==> src/rtl/mac_col_feeder_if.sv <==
// Source-vector handshake between the vector supplier and the column feeder.
// master drives valid/data, slave (feeder) returns ready.
interface mac_col_feeder_if #(
  parameter int bw = 8,
  parameter int pr = 8
);
  logic              src_valid;
  logic [pr*bw-1:0]  src_data;
  logic              src_ready;

  modport master (
    output src_valid,
    output src_data,
    input  src_ready
  );

  modport slave (
    input  src_valid,
    input  src_data,
    output src_ready
  );
endinterface

==> src/rtl/mac_col_feeder.sv <==
// Column-0 feeder for a chain of MAC columns: loads col+2 key vectors,
// then streams n_query queries. Optional macro: FEEDER_STALL_CNT_EN.
module mac_col_feeder #(
  parameter int bw  = 8,
  parameter int pr  = 8,
  parameter int col = 8
) (
  input  logic              clk,
  input  logic              reset,
  input  logic              start,
  input  logic [7:0]        n_query,
  mac_col_feeder_if.slave   src,
  input  logic              load_ready_in,
  output logic [pr*bw-1:0]  q_out,
  output logic [1:0]        o_inst,
  output logic              busy,
  output logic              done,
  output logic [15:0]       stall_cnt
);

  typedef enum logic [2:0] {
    IDLE,
    LOAD,
    GAP,
    EXEC,
    DRAIN
  } state_t;

  // Key beats per job; the drain also lasts this many cycles.
  localparam logic [7:0] LOAD_N = 8'(col + 2);

  state_t            state_q, state_d;
  logic [7:0]        cnt_q, cnt_d;
  logic [7:0]        nq_q, nq_d;
  logic [pr*bw-1:0]  q_out_q, q_out_d;
  logic [1:0]        o_inst_q, o_inst_d;
  logic              done_q, done_d;
  logic              ready_c;
  logic              beat_c;
  logic              accept_c;

  // Ready only while the current phase still expects beats.
  always_comb begin
    ready_c = 1'b0;
    if (state_q == LOAD)
      ready_c = (cnt_q < LOAD_N);
    else if (state_q == EXEC)
      ready_c = (cnt_q < nq_q);
  end

  assign src.src_ready = ready_c;
  assign beat_c   = src.src_valid & ready_c;
  assign accept_c = (state_q == IDLE) & start & load_ready_in;

  // Next-state, beat counter and registered column outputs.
  always_comb begin
    state_d  = state_q;
    cnt_d    = cnt_q;
    nq_d     = nq_q;
    q_out_d  = q_out_q;
    o_inst_d = 2'b00;
    done_d   = 1'b0;
    if (beat_c) begin
      q_out_d  = src.src_data;
      o_inst_d = (state_q == LOAD) ? 2'b01 : 2'b10;
    end
    unique case (state_q)
      IDLE: begin
        if (accept_c) begin
          state_d = LOAD;
          cnt_d   = 8'd0;
          nq_d    = n_query;
        end
      end
      LOAD: begin
        if (beat_c) begin
          if (cnt_q == LOAD_N - 8'd1) begin
            state_d = GAP;
            cnt_d   = 8'd0;
          end else begin
            cnt_d = cnt_q + 8'd1;
          end
        end
      end
      GAP: begin
        state_d = (nq_q == 8'd0) ? DRAIN : EXEC;
        cnt_d   = 8'd0;
      end
      EXEC: begin
        if (beat_c) begin
          if (cnt_q == nq_q - 8'd1) begin
            state_d = DRAIN;
            cnt_d   = 8'd0;
          end else begin
            cnt_d = cnt_q + 8'd1;
          end
        end
      end
      DRAIN: begin
        if (cnt_q == LOAD_N - 8'd1) begin
          state_d = IDLE;
          cnt_d   = 8'd0;
          done_d  = 1'b1;
        end else begin
          cnt_d = cnt_q + 8'd1;
        end
      end
      default: begin
        state_d = IDLE;
        cnt_d   = 8'd0;
      end
    endcase
  end

  // State and output registers, synchronous reset.
  always_ff @(posedge clk) begin
    if (reset) begin
      state_q  <= IDLE;
      cnt_q    <= 8'd0;
      nq_q     <= 8'd0;
      q_out_q  <= '0;
      o_inst_q <= 2'b00;
      done_q   <= 1'b0;
    end else begin
      state_q  <= state_d;
      cnt_q    <= cnt_d;
      nq_q     <= nq_d;
      q_out_q  <= q_out_d;
      o_inst_q <= o_inst_d;
      done_q   <= done_d;
    end
  end

  assign q_out  = q_out_q;
  assign o_inst = o_inst_q;
  assign done   = done_q;
  assign busy   = (state_q != IDLE);

`ifdef FEEDER_STALL_CNT_EN
  logic [15:0] stall_q, stall_d;

  // Count starved cycles, saturating; a new job restarts the count.
  always_comb begin
    stall_d = stall_q;
    if (accept_c)
      stall_d = 16'd0;
    else if (ready_c && !src.src_valid && stall_q != 16'hFFFF)
      stall_d = stall_q + 16'd1;
  end

  // Stall counter register.
  always_ff @(posedge clk) begin
    if (reset)
      stall_q <= 16'd0;
    else
      stall_q <= stall_d;
  end

  assign stall_cnt = stall_q;
`else
  assign stall_cnt = 16'd0;
`endif

endmodule

==> src/flat_wrapper.sv <==
// flat-port wrapper written by rule: the top's interface ports become plain ports
module mac_col_feeder_flat 
#(
  parameter int bw  = 8,
  parameter int pr  = 8,
  parameter int col = 8
)
  (clk, reset, start, n_query, load_ready_in, q_out, o_inst, busy, done, stall_cnt, src_src_valid, src_src_data, src_src_ready);
  mac_col_feeder_if #(.bw(bw), .pr(pr)) src_i ();
  input  logic clk;
  input  logic reset;
  input  logic start;
  input  logic [7:0] n_query;
  input  logic load_ready_in;
  output logic [pr*bw-1:0] q_out;
  output logic [1:0] o_inst;
  output logic busy;
  output logic done;
  output logic [15:0] stall_cnt;
  input wire logic [$bits(src_i.src_valid)-1:0] src_src_valid;
  input wire logic [$bits(src_i.src_data)-1:0] src_src_data;
  output wire logic [$bits(src_i.src_ready)-1:0] src_src_ready;
  assign src_i.src_valid = src_src_valid;
  assign src_i.src_data = src_src_data;
  assign src_src_ready = src_i.src_ready;
  mac_col_feeder #(.bw(bw), .pr(pr), .col(col)) u_core (.clk(clk), .reset(reset), .start(start), .n_query(n_query), .src(src_i), .load_ready_in(load_ready_in), .q_out(q_out), .o_inst(o_inst), .busy(busy), .done(done), .stall_cnt(stall_cnt));
endmodule
==> config.mk <==
export PLATFORM = sky130hd
export DESIGN_NAME = mac_col_feeder_flat
export DESIGN_NICKNAME = d
export VERILOG_FILES = /design/src/rtl/mac_col_feeder_if.sv /design/src/rtl/mac_col_feeder.sv /design/src/flat_wrapper.sv
export SDC_FILE = /design/constraint.sdc
export NUM_CORES = 1
export LEC_CHECK = 0
export CAP_MARGIN = 20
export CELL_PAD_IN_SITES_DETAIL_PLACEMENT = 1
export CELL_PAD_IN_SITES_GLOBAL_PLACEMENT = 1
export CORE_MARGIN = 1
export CORE_UTILIZATION = 31
export CTS_BUF_LIST = sky130_fd_sc_hd__clkbuf_8
export DETAILED_ROUTE_END_ITERATION = 7
export PLACE_DENSITY_LB_ADDON = 0.1
export SETUP_SLACK_MARGIN = 0.5
export SLEW_MARGIN = 0
export SYNTH_ARGS = -nofsm -noshare
export SYNTH_HDL_FRONTEND = slang
export SYNTH_SLANG_ARGS = --single-unit
==> constraint.sdc <==
create_clock -name clk -period 3.4 [get_ports clk]
set_input_delay 0.51 -clock clk [delete_from_list [all_inputs] [get_ports clk]]
set_output_delay 0.51 -clock clk [all_outputs]
set_load 0.02 [all_outputs]
==> flow_summary.toml <==
[logic_synthesis]
synth.yosys.seq_area_share_pct = 44.6
synthTopCellsByArea = "dfxtp_1, nand2_1, a21oi_1, ha_1, buf_4"
synth_cells = 488
yosys.area.top_type_share_pct = 44.6
ys_warn_count = 0
synth_top_area_cell = "dfxtp_1"
syn_avg_cell_area_sq_um = 7.90
ys.flop_type = "dfxtp_1"
synth_area_sq_um = 3860
synth_edf_count = 0
synth_cell_types = 46
synth-seq-cells = 86
ys_async_sr_fraction_pct = 0

[setup_path]
crit_type = "reg2reg"
rr_worst_depth = 9
arrival_ns = 3.00
worstPathMaxFanout = 67
worstPathRequired_ns = 3.63
worst_setup_path_end_kind = "register"
worstSetupStartpointType = "register"
rrSetupSlack_ns = 0.63

[die]
start_util_pct = 32.0
coreArea_sq_um = 12100
dieHeight_microns = 114
rows = 40
die-area_sq_um = 12900
die_x_microns = 114
ioPinCount = 162

[sta]
fin_tns_setup_ns = 0
maxSlewHeadroom_pct = 51.5
worst_pin_slew_ns = 0.728
slew_viol_final = 0
fmax_mhz = 361
skew_ns = 0.00888
setup_viol = 0
fin_crit_sh_pct = 81.4
rsz0062_at_grt = "false"
period_minus_slack_ns = 2.77
hold_ws_ns = 0.457
hold_viol = 0

[final_layout]
num-nets-final = 712
fin_cells = 795
multiInputGateArea_sq_um = 1920
synthToLayoutAreaGrowth_pct = 46.8
final_area_sq_um = 5660
antennaDiodeCount = 0
regArea_sq_um = 1730
final_layout_size_suffix_gt1_share_pct = 6.70
fill_cells = 1445

[pwr]
clockPowerShare_pct = 25.5
power.total_w = 0.00317
swShare_pct = 35.4
comb_power_share_pct = 36.5
p_per_area_nw_per_um2 = 559
p_int_w = 0.00205
p_seq_share_pct = 38.0
p_leak_nw = 2.01
vdd_drop_max_mv = 0.337
power.switching_w = 0.00112

[clocking]
cts_tree = "done"
cts.sinks = 86
clockRootBuffer = "clkbuf_8"
clockBufferDepth = 2
cts_hold_buf = 0
numCtsBuffers = 9
clkSlewWorstSetupHoldPaths_ns = 0.08
clock_latency_ns = 0.37
htreeDepth = 3

[global_route]
grt_usage_pct = 19.4
grt_pass1_vias = 3933
grt_pass1_wl_microns = 19500
overflow = 0
antenna_found_initial = 0
grt_start_max_net_pins = 68

[job]
max-cap-violations = 0

[placed_design]
placed_area_sq_um = 5400
placedCellCount = 779
routabilityCongestion = 0.784
port_buffers = 145
hpwl_microns = 8580

[route]
routed_wl_microns = 11900
vias = 3757
ant_nets = 0
vias_per_cell = 4.73
m1WireLength_microns = 4850
drt_first_pass_iters = 4
wl_met2_microns = 6050
wl_per_cell_microns = 15.0
drc = 0
top_layer = "met4"
dr.first_iter.drc_count = 73
dr_wl_met3_microns = 878

[run_status]
status = "completed"

[min_path]
min_path_type = "reg2reg"
worstHoldPathCells = 2
final cells by class:
type                       count  area share (%)
timing repair buffer         156            27.2
tap                          168            3.71
clock buffer                  10            2.43
inverter                      12           0.795
sequential                    86            30.5
clock inverter                 5            1.44
multi-input combinational    358            33.9
flip-flops by register name (all words and copies together) (netlist names):
| signal | count |
|---|---|
| u_core.done | 1 |
| u_core.nq_q | 8 |
| u_core.state_q | 3 |
| u_core.cnt_q | 8 |
| u_core.o_inst | 2 |
| u_core.q_out | 64 |
stage by stage:
stage | setup slack, ns | utilization [%]
after floorplan | 0.893 | -
after global placement | 0.473 | 44.8
after detailed placement | 0.372 | 44.8
after CTS | 0.493 | 46.8
after global routing | 0.452 | 47.0
final | 0.632 | 47.0
synthesized netlist by cell type, drive strengths merged, types with 5 or more instances:
cell and number:
inv 12, clkbuf 22, dfxtp 86, mux2i 8, xnor2 5, o21ai 7
or4 5, a21oi 74, ha 12, nor2 14, nand3 11, buf 25
o211ai 5, nor3 6, nand2 142, nor4 6, nand4 7
what timing repair did:
action,4_1_cts,5_1_grt
gates resized for setup,5,9
buffers inserted,1,0
pin swaps,1,0
endpoints found under the setup margin,8,8
cells by family after synthesis:
kind of cell,share of synthesized area (%)
mux,2.08
fa+ha+maj,3.89
simple gates,25.2
flops,44.6
compound gates,14.6
buf+inv,7.65
xor+xnor,1.82
other cells,0.0972
power groups by stage:
stage               Combinational [W]  Clock, W  Sequential (W)
floorplan                    0.000552         0         0.00133
global placement              0.00112         0         0.00122
finish                        0.00116  0.000807         0.00120
global route                  0.00126  0.000890         0.00122
CTS                           0.00116  0.000839         0.00121
detailed placement            0.00114         0         0.00123
per-layer routing:
metal  GRT usage (%)  vias up
met5               0        -
met4            6.84        0
met3            6.96       12
met2            33.6       89
met1            22.1     1777
li1                -     1879
worst paths after layout:
check	start	to
setup / recovery	u_core.cnt_q[5]	u_core.state_q[1]
hold / removal	u_core.q_out[16]	u_core.q_out[16]
setup reg to reg	u_core.cnt_q[5]	u_core.state_q[1]
hold reg to reg	u_core.q_out[16]	u_core.q_out[16]
cell usage in the layout (no fill, tap or decap), types with 2 or more instances in the layout:
cell type / synthesis / routed
a21oi_1: 74 / 73
a311o_1: 2 / 2
a31oi_1: 2 / 2
and3_1: 3 / 3
buf_4: 16 / 10
bufinv_16: 0 / 2
clkbuf_8: 0 / 10
clkdlybuf4s50_1: 0 / 143
conb_1: 1 / 16
dfxtp_1: 86 / 80
dfxtp_2: 0 / 6
ha_1: 12 / 12
inv_1: 12 / 12
mux2i_1: 8 / 8
nand2_1: 142 / 142
nand2b_1: 4 / 4
nand3_1: 11 / 11
nand4_1: 7 / 7
nand4b_1: 2 / 2
nor2_1: 14 / 14
nor2b_1: 4 / 4
nor3_1: 6 / 6
nor4_1: 5 / 5
nor4b_1: 2 / 2
o211ai_1: 5 / 5
o21ai_0: 5 / 5
o21ai_4: 0 / 2
or2_2: 3 / 3
or3_1: 2 / 2
or4_1: 5 / 5
xnor2_1: 5 / 5
xor2_1: 3 / 3
worst max-delay path: stages (launching register included):
cell	delay (ns)
dfxtp_1	0.47
ha_1	0.30
a21oi_1	0.14
o21ai_0	0.13
or4b_1	0.60
o21ai_4	0.24
buf_12	0.30
nor2_1	0.07
o31ai_1	0.24
a21oi_1	0.10
Note: power is estimated with default switching activity, not from simulation.
